**src/rtl/controlador_mapa.sv**
```systemverilog
// controlador_mapa: validates/clamps sensor samples, queues them, issues them one at a time to the mapper.
// Latency: accept-to-mapaNovoDado 2 cycles; backpressure via amostraPronta when the queue is full.
module controlador_mapa #(
  parameter int TamanhoMalha     = 20,
  parameter int tamanhoDistancia = 8,
  parameter int ProfundidadeFila = 4,
  parameter int LimiteTimeout    = 1023
) (
  input  logic                                  clock,
  input  logic                                  reset,
  input  logic                                  amostraValida,
  output logic                                  amostraPronta,
  input  logic [tamanhoDistancia-1:0]           posX,
  input  logic [tamanhoDistancia-1:0]           posY,
  input  logic                                  direcao,
  input  logic [tamanhoDistancia-1:0]           distFrente,
  input  logic [tamanhoDistancia-1:0]           distDireita,
  input  logic [tamanhoDistancia-1:0]           distEsquerda,
  output logic                                  mapaNovoDado,
  output logic [tamanhoDistancia-1:0]           mapaX,
  output logic [tamanhoDistancia-1:0]           mapaY,
  output logic                                  mapaDirecao,
  output logic [tamanhoDistancia-1:0]           mapaFrente,
  output logic [tamanhoDistancia-1:0]           mapaDireita,
  output logic [tamanhoDistancia-1:0]           mapaEsquerda,
  input  logic                                  mapaFinalizada,
  output logic [$clog2(ProfundidadeFila+1)-1:0] ocupacaoFila,
  output logic [7:0]                            descartes,
  output logic                                  erroTimeout,
  input  logic                                  limparErro
);
  localparam int W  = tamanhoDistancia;
  localparam int PW = $clog2(ProfundidadeFila);
  localparam int CW = $clog2(ProfundidadeFila + 1);
  localparam int TW = $clog2(LimiteTimeout + 1);
  localparam logic [W-1:0]  MALHA      = W'(TamanhoMalha);
  localparam logic [W-1:0]  MAX_COORD  = W'(TamanhoMalha - 1);
  localparam logic [CW-1:0] CHEIA      = CW'(ProfundidadeFila);
  localparam logic [TW-1:0] LIMITE_FIM = TW'(LimiteTimeout - 1);

  typedef struct packed {
    logic [W-1:0] x;
    logic [W-1:0] y;
    logic         dir;
    logic [W-1:0] frente;
    logic [W-1:0] direita;
    logic [W-1:0] esquerda;
  } amostra_t;

  typedef enum logic [1:0] {IDLE, EMITIR, AGUARDAR_INICIO, AGUARDAR_FIM} estado_t;

  estado_t        estado_q, estado_d;
  amostra_t       fila_q [ProfundidadeFila];
  amostra_t       entrada;
  amostra_t       saida_q;
  logic [PW-1:0]  wr_ptr_q, rd_ptr_q;
  logic [CW-1:0]  ocup_q;
  logic [TW-1:0]  cnt_q, cnt_d;
  logic [7:0]     descartes_q;
  logic           erro_q, erro_d;
  logic [W-1:0]   lateral, limite_dir;
  logic           aceita, fora, push, pop, timeout;

  assign amostraPronta = (ocup_q != CHEIA);
  assign aceita        = amostraValida && amostraPronta;
  assign fora          = (posX >= MALHA) || (posY >= MALHA);
  assign push          = aceita && !fora;

  // Only evaluated for in-grid samples, so MAX_COORD - lateral cannot underflow.
  always_comb begin
    lateral          = direcao ? posX : posY;
    limite_dir       = MAX_COORD - lateral;
    entrada.x        = posX;
    entrada.y        = posY;
    entrada.dir      = direcao;
    entrada.frente   = distFrente;
    entrada.direita  = (distDireita > limite_dir) ? limite_dir : distDireita;
    entrada.esquerda = (distEsquerda > lateral) ? lateral : distEsquerda;
  end

  always_ff @(posedge clock) begin
    if (reset) begin
      wr_ptr_q <= '0;
      rd_ptr_q <= '0;
      ocup_q   <= '0;
    end else begin
      if (push) wr_ptr_q <= wr_ptr_q + PW'(1);
      if (pop)  rd_ptr_q <= rd_ptr_q + PW'(1);
      case ({push, pop})
        2'b10:   ocup_q <= ocup_q + CW'(1);
        2'b01:   ocup_q <= ocup_q - CW'(1);
        default: ocup_q <= ocup_q;
      endcase
    end
  end

  always_ff @(posedge clock) begin
    if (push) fila_q[wr_ptr_q] <= entrada;
  end

  always_ff @(posedge clock) begin
    if (reset) begin
      saida_q     <= '0;
      descartes_q <= '0;
      estado_q    <= IDLE;
      cnt_q       <= '0;
      erro_q      <= 1'b0;
    end else begin
      if (pop) saida_q <= fila_q[rd_ptr_q];
      if (aceita && fora && (descartes_q != 8'hFF)) descartes_q <= descartes_q + 8'd1;
      estado_q <= estado_d;
      cnt_q    <= cnt_d;
      erro_q   <= erro_d;
    end
  end

  always_comb begin
    estado_d     = estado_q;
    cnt_d        = cnt_q;
    pop          = 1'b0;
    timeout      = 1'b0;
    mapaNovoDado = 1'b0;
    case (estado_q)
      IDLE: begin
        if ((ocup_q != '0) && mapaFinalizada && !erro_q) begin
          pop      = 1'b1;
          estado_d = EMITIR;
        end
      end
      EMITIR: begin
        mapaNovoDado = 1'b1;
        cnt_d        = '0;
        estado_d     = AGUARDAR_INICIO;
      end
      AGUARDAR_INICIO: begin
        cnt_d = cnt_q + TW'(1);
        if (cnt_q == LIMITE_FIM) timeout = 1'b1;
        else if (!mapaFinalizada) estado_d = AGUARDAR_FIM;
      end
      AGUARDAR_FIM: begin
        cnt_d = cnt_q + TW'(1);
        if (cnt_q == LIMITE_FIM) timeout = 1'b1;
        else if (mapaFinalizada) estado_d = IDLE;
      end
      default: estado_d = IDLE;
    endcase
    if (timeout) estado_d = IDLE;
  end

  // A timeout coinciding with a clear request leaves the flag set.
  always_comb begin
    erro_d = erro_q;
    if (limparErro) erro_d = 1'b0;
    if (timeout)    erro_d = 1'b1;
  end

  assign mapaX        = saida_q.x;
  assign mapaY        = saida_q.y;
  assign mapaDirecao  = saida_q.dir;
  assign mapaFrente   = saida_q.frente;
  assign mapaDireita  = saida_q.direita;
  assign mapaEsquerda = saida_q.esquerda;
  assign ocupacaoFila = ocup_q;
  assign descartes    = descartes_q;
  assign erroTimeout  = erro_q;
endmodule

```
**config.mk**
```make
export PLATFORM = sky130hd
export DESIGN_NAME = controlador_mapa
export DESIGN_NICKNAME = d
export VERILOG_FILES = /design/src/rtl/controlador_mapa.sv
export SDC_FILE = /design/constraint.sdc
export NUM_CORES = 1
export LEC_CHECK = 0
export CORE_ASPECT_RATIO = 0.8
export CORE_MARGIN = 2
export CORE_UTILIZATION = 31
export DETAILED_ROUTE_END_ITERATION = 8
export GPL_TIMING_DRIVEN = 1
export HOLD_SLACK_MARGIN = 0.03
export PLACE_DENSITY = 0.51
export SYNTH_ARGS = -nofsm -noshare
export SYNTH_HDL_FRONTEND = slang
export SYNTH_SLANG_ARGS = --single-unit
```
**constraint.sdc**
```tcl
create_clock -name clock -period 3.6 [get_ports clock]
set_input_delay 0.54 -clock clock [delete_from_list [all_inputs] [get_ports clock]]
set_output_delay 0.54 -clock clock [all_outputs]
set_load 0.02 [all_outputs]
```
; ---- Word level (Yosys, flattened, before mapping)
; Memories as Yosys holds them, arrays and structs flattened. A register that Yosys moved wholly into a read port is not among the register bits.
; Cells that the tools add are included.
[word_totals]
ff_bits = 28
output_inout_bits = 55
ramBits = 164
memories = 1
[classes]
mux = 20
reduce_logical = 17
n_addsub = 7
magnitude_cmp = 4
n_eq_ne = 13
[mem_list]
columns = name, words, word_bits, read_ports, rd_clocked_by_memory_dff, wr, line
row1 = fila_q, 4, 41, 1, 1, 1, 53  ; amostra_t fila_q [ProfundidadeFila];
[op_table]
columns = cell, count
row1 = 8-bit two-way mux, 3
row2 = 10-bit one-hot mux with 2 select lines, 1
row3 = "8-bit by 5-bit >= comparator with 1-bit output, second input constant", 2
row4 = 8-bit greater-than comparator, 2
row5 = "10-bit by 1-bit adder with 10-bit output, second input constant", 1
row6 = "10-bit == test, second input constant", 1
row7 = 2-bit two-way mux, 5
row8 = "2-bit inequality test, second input constant", 5
row9 = 1-bit two-way mux, 9
row10 = "8-bit by 1-bit adder with 8-bit output, second input constant", 1
row11 = "8-bit inequality test, second input constant", 1
row12 = 2-bit one-hot mux with 4 select lines, 1
row13 = "5-bit by 8-bit subtractor with 8-bit output, first input constant", 1
row14 = "2-bit == test, second input constant", 3
row15 = 1-bit logical AND, 6
row16 = 3-bit one-hot mux with 2 select lines, 1
row17 = 2-bit nonzero test, 3
row18 = 5-bit AND reduction, 1
row19 = "2-bit by 1-bit adder with 2-bit output, second input constant", 2
row20 = "2-bit by 1-bit == test with 1-bit output, second input constant", 2
row21 = 2-bit OR reduction, 2
row22 = "3-bit by 1-bit adder with 3-bit output, second input constant", 1
row23 = "3-bit inequality test, second input constant", 1
row24 = 3-bit nonzero test, 1
row25 = 4 further kinds, 5

; ---- Longest topological paths before layout
[logic_depth]
depth_word = 7
ltp_mapped = 12
ltp_nobuf = 10

; ---- Worst setup path before layout
; Ideal clock, no wire load.
[synth_path]
kind = input port to flip-flop
from = input port direcao
to = memory fila_q[0][10] (netlist bit), data pin
cell_stages = 12
n_path_buf = 2
required_ns = 3.336
arrival_ns = 2.698
setup_slack_ns = 0.638
path_cell_list = buf_6 > mux2_2 > inv_2 > ha_1 > inv_1 > ha_1 > and4b_1 > a211oi_1 > o221ai_1 > o21a_1 > buf_6 > mux2_4
[synth_rtl]
columns = element, line
row1 = from (decl), 15  ; input logic direcao,
row2 = to (decl), 53

==> out/metrics.cfg <==
[sta]
fin_ws_ps=539
worstMarginPinSlew_ps=881
fin_crit_ps=3060
hold_violations=0
fin_skew_ps=10.4
finalSetupViolations=0
rsz0062_at_grt=no
drv_slew=0
max-slew-margin-rel_pct=41.3
post-route-period-util_pct=85.0
timing.fmax_ghz=0.327

[synthesis]
synth-edff-count=164
synth_seq_cells=233
syn_area_per_cell_um2=14.5
yosys.area_share.simple_pct=8.13
synth-async-reset-ratio_pct=0
yosys_warnings=0
synthTopCellsByArea=edfxtp_1 (51%), dfxtp_1 (14%), mux4_2 (9.6%)
synth.distinct_cells=53
syn_inst=660
yosysSeqAreaShare_pct=65.8
synthTopCellsByCount=edfxtp_1 (164), nand2_1 (99), dfxtp_1 (69), a21oi_1 (54), mux4_2 (41)
yosysMostFrequentCell=edfxtp_1
synth_top_area_share_pct=51.4
yosysTopAreaCell=edfxtp_1
synth_compound_area_share_pct=4.69
synthFlopType=edfxtp_1
synth_top_family_by_area=multiplexers
synth_xor_area_share_pct=1.83
synth_area_mm2=0.00958
syn_nets=736
synth_fa_ha_area_share_pct=4.00
synthMuxAreaShare_pct=12.7

[setup_path]
worstPathArrival_ps=3320
crit_buf_inv=4
crit_path_top_delay_cell=clkdlybuf4s50_1
cp_common_cell=ha_1
start_kind=input port
critPathMaxStageDelay_ps=560
cp_max_fo=8
cp_cell_sequence=clkdlybuf4s50_1 -> mux2_2 -> inv_2 -> ha_1 -> inv_1 -> ha_1 -> and4b_1 -> a211oi_1 -> o221ai_1 -> o21a_1 -> buf_12 -> mux2_4
worstSetupPathType=input port to flip-flop
required_ps=3860
rrSetupSlack_ps=1250
cp_top_family=buffers and inverters
crit_path_end_kind=flip-flop

[route]
drc_errors=0
ant_nets=0
drt-pass1-iter-count=4
via_per_inst=4.55
wirelength_mm=21.6
routed-via-count=5565
routedWlPerCell_um=17.6
drt_iter0_drc=183

[grt]
grt_overflow=0
grt_pass1_vias=5709
antenna_found_initial=0
grt_max_degree=44
grt_pass1_wl_mm=33.8
grtUsageTotal_pct=13.5

[clocking]
cts_hold_buf=0
cts.repair.resized=0
cts.clk_slew.worst_paths_ps=60
cts.sinks=233
clock_path_buffers=3
clk_latency_ps=510
cts_inserted_buffers=24
postCtsSetupBuffers=0
htreeDepth=1
clockRootBuffer=clkbuf_16
cts_tree=built

[power]
power_density_mw_per_mm2=473
power_w=0.00571
peakVddDrop_mv=0.269
leakage_nw=3.97

[placed_design]
place_inst=1178
dp_hpwl_mm=14.5
place_ws_ps=-7.17
dpl-instance-area_mm2=0.0113
numPortBuffers=100
gp_congestion=0.785

[floorplanning]
core_area_mm2=0.0304
die_w_um=201
pin_count=101
die-area_mm2=0.0323
initial_core_util_pct=31.5
rows=57
dieHeight_um=161

[layout]
antenna_cells=0
finalNetCount=867
stdcell_area_mm2=0.0121
finalNonFillerCells=1222
drive_above_1_share_pct=16.8
final_util_pct=39.7
areaGrowthSynthToFinish_pct=25.9

[job]
max_cap_violations=0

[outcome]
status=finished, final reports clean

[hold_path]
hold_path.class=flip-flop to flip-flop

==> cells by family after synthesis <==
group                    count (synthesis)
XOR/XNOR                                20
AO/OA/AOI/OAI                           77
buffers and inverters                   61
multiplexers                            67
flip-flops                             233
adder cells (fa/ha/maj)                 30
AND/OR/NAND/NOR                        172
==> power by group <==
| group | switching [W] | internal (W) |
|---|---|---|
| registers | 0.0000108 | 0.00290 |
| logic | 0.000225 | 0.000197 |
| clock network | 0.000986 | 0.00139 |
==> final timing paths <==
path	end	cells after the start	start
worst max-delay path	fila_q[0][10]$_DFFE_PP_	12	direcao
worst min-delay path	mapaDireita[4]$_SDFFE_PP0P_	2	mapaDireita[4]$_SDFFE_PP0P_
worst max register to register	ocupacaoFila[2]$_SDFFE_PP0P_	10	ocupacaoFila[2]$_SDFFE_PP0P_
worst min register to register	mapaDireita[4]$_SDFFE_PP0P_	2	mapaDireita[4]$_SDFFE_PP0P_
==> routing by layer <==
metal | share of wire [%] | vias to the layer above | track usage (%) | wire length, µm
met3 | 5.1 | 26 | 2.60 | 1100
met4 | 1.5 | 0 | 2.73 | 318
met2 | 44 | 120 | 21.1 | 9570
met1 | 49 | 2733 | 19.6 | 10600
met5 | 0 | - | 0 | 0
li1 | - | 2686 | - | -
==> registers in the layout, summed over array words and instances (netlist names) <==
register and cells:
mapaFrente 8, mapaDirecao 1, ocupacaoFila 3, wr_ptr_q 2, erroTimeout 1, estado_q 2
mapaDireita 8, cnt_q 10, mapaY 8, mapaEsquerda 8, descartes 8, mapaX 8
rd_ptr_q 2, fila_q 164
==> cells in the final DEF, fill, tap and decap left out, drive strengths merged, types with 11 or more instances in the layout <==
cell / netlist / routed
clkdlybuf4s50: 0 / 99
clkbuf: 12 / 37
nor2: 30 / 30
ha: 29 / 29
a21oi: 56 / 56
dfxtp: 69 / 69
mux2i: 20 / 20
inv: 30 / 30
buf: 19 / 37
mux4: 41 / 41
edfxtp: 164 / 164
xor2: 11 / 11
nand2: 99 / 99
==> worst min-delay path, stage by stage (launching register included) <==
cell,delay [ps]
dfxtp_1,310
nand2_1,50
a21oi_1,50
==> area by class of cell <==
cell class | count | area, µm²
clock buffer | 37 | 691
clock inverter | 7 | 58.8
fill | 2899 | 18300
inverter | 30 | 113
multi-input combinational | 366 | 3010
sequential | 233 | 6310
tap | 413 | 517
timing repair buffer | 136 | 1370
==> metrics by stage <==
| stage | setup TNS [ps] | hold slack [ps] |
|---|---|---|
| after CTS | 0 | 457 |
| after floorplan | 0 | 459 |
| final | 0 | 454 |
| after global routing | 0 | 477 |
| after detailed placement | -32.9 | 449 |
| after global placement | 0 | 448 |
Note: power is estimated with default switching activity, not from simulation.
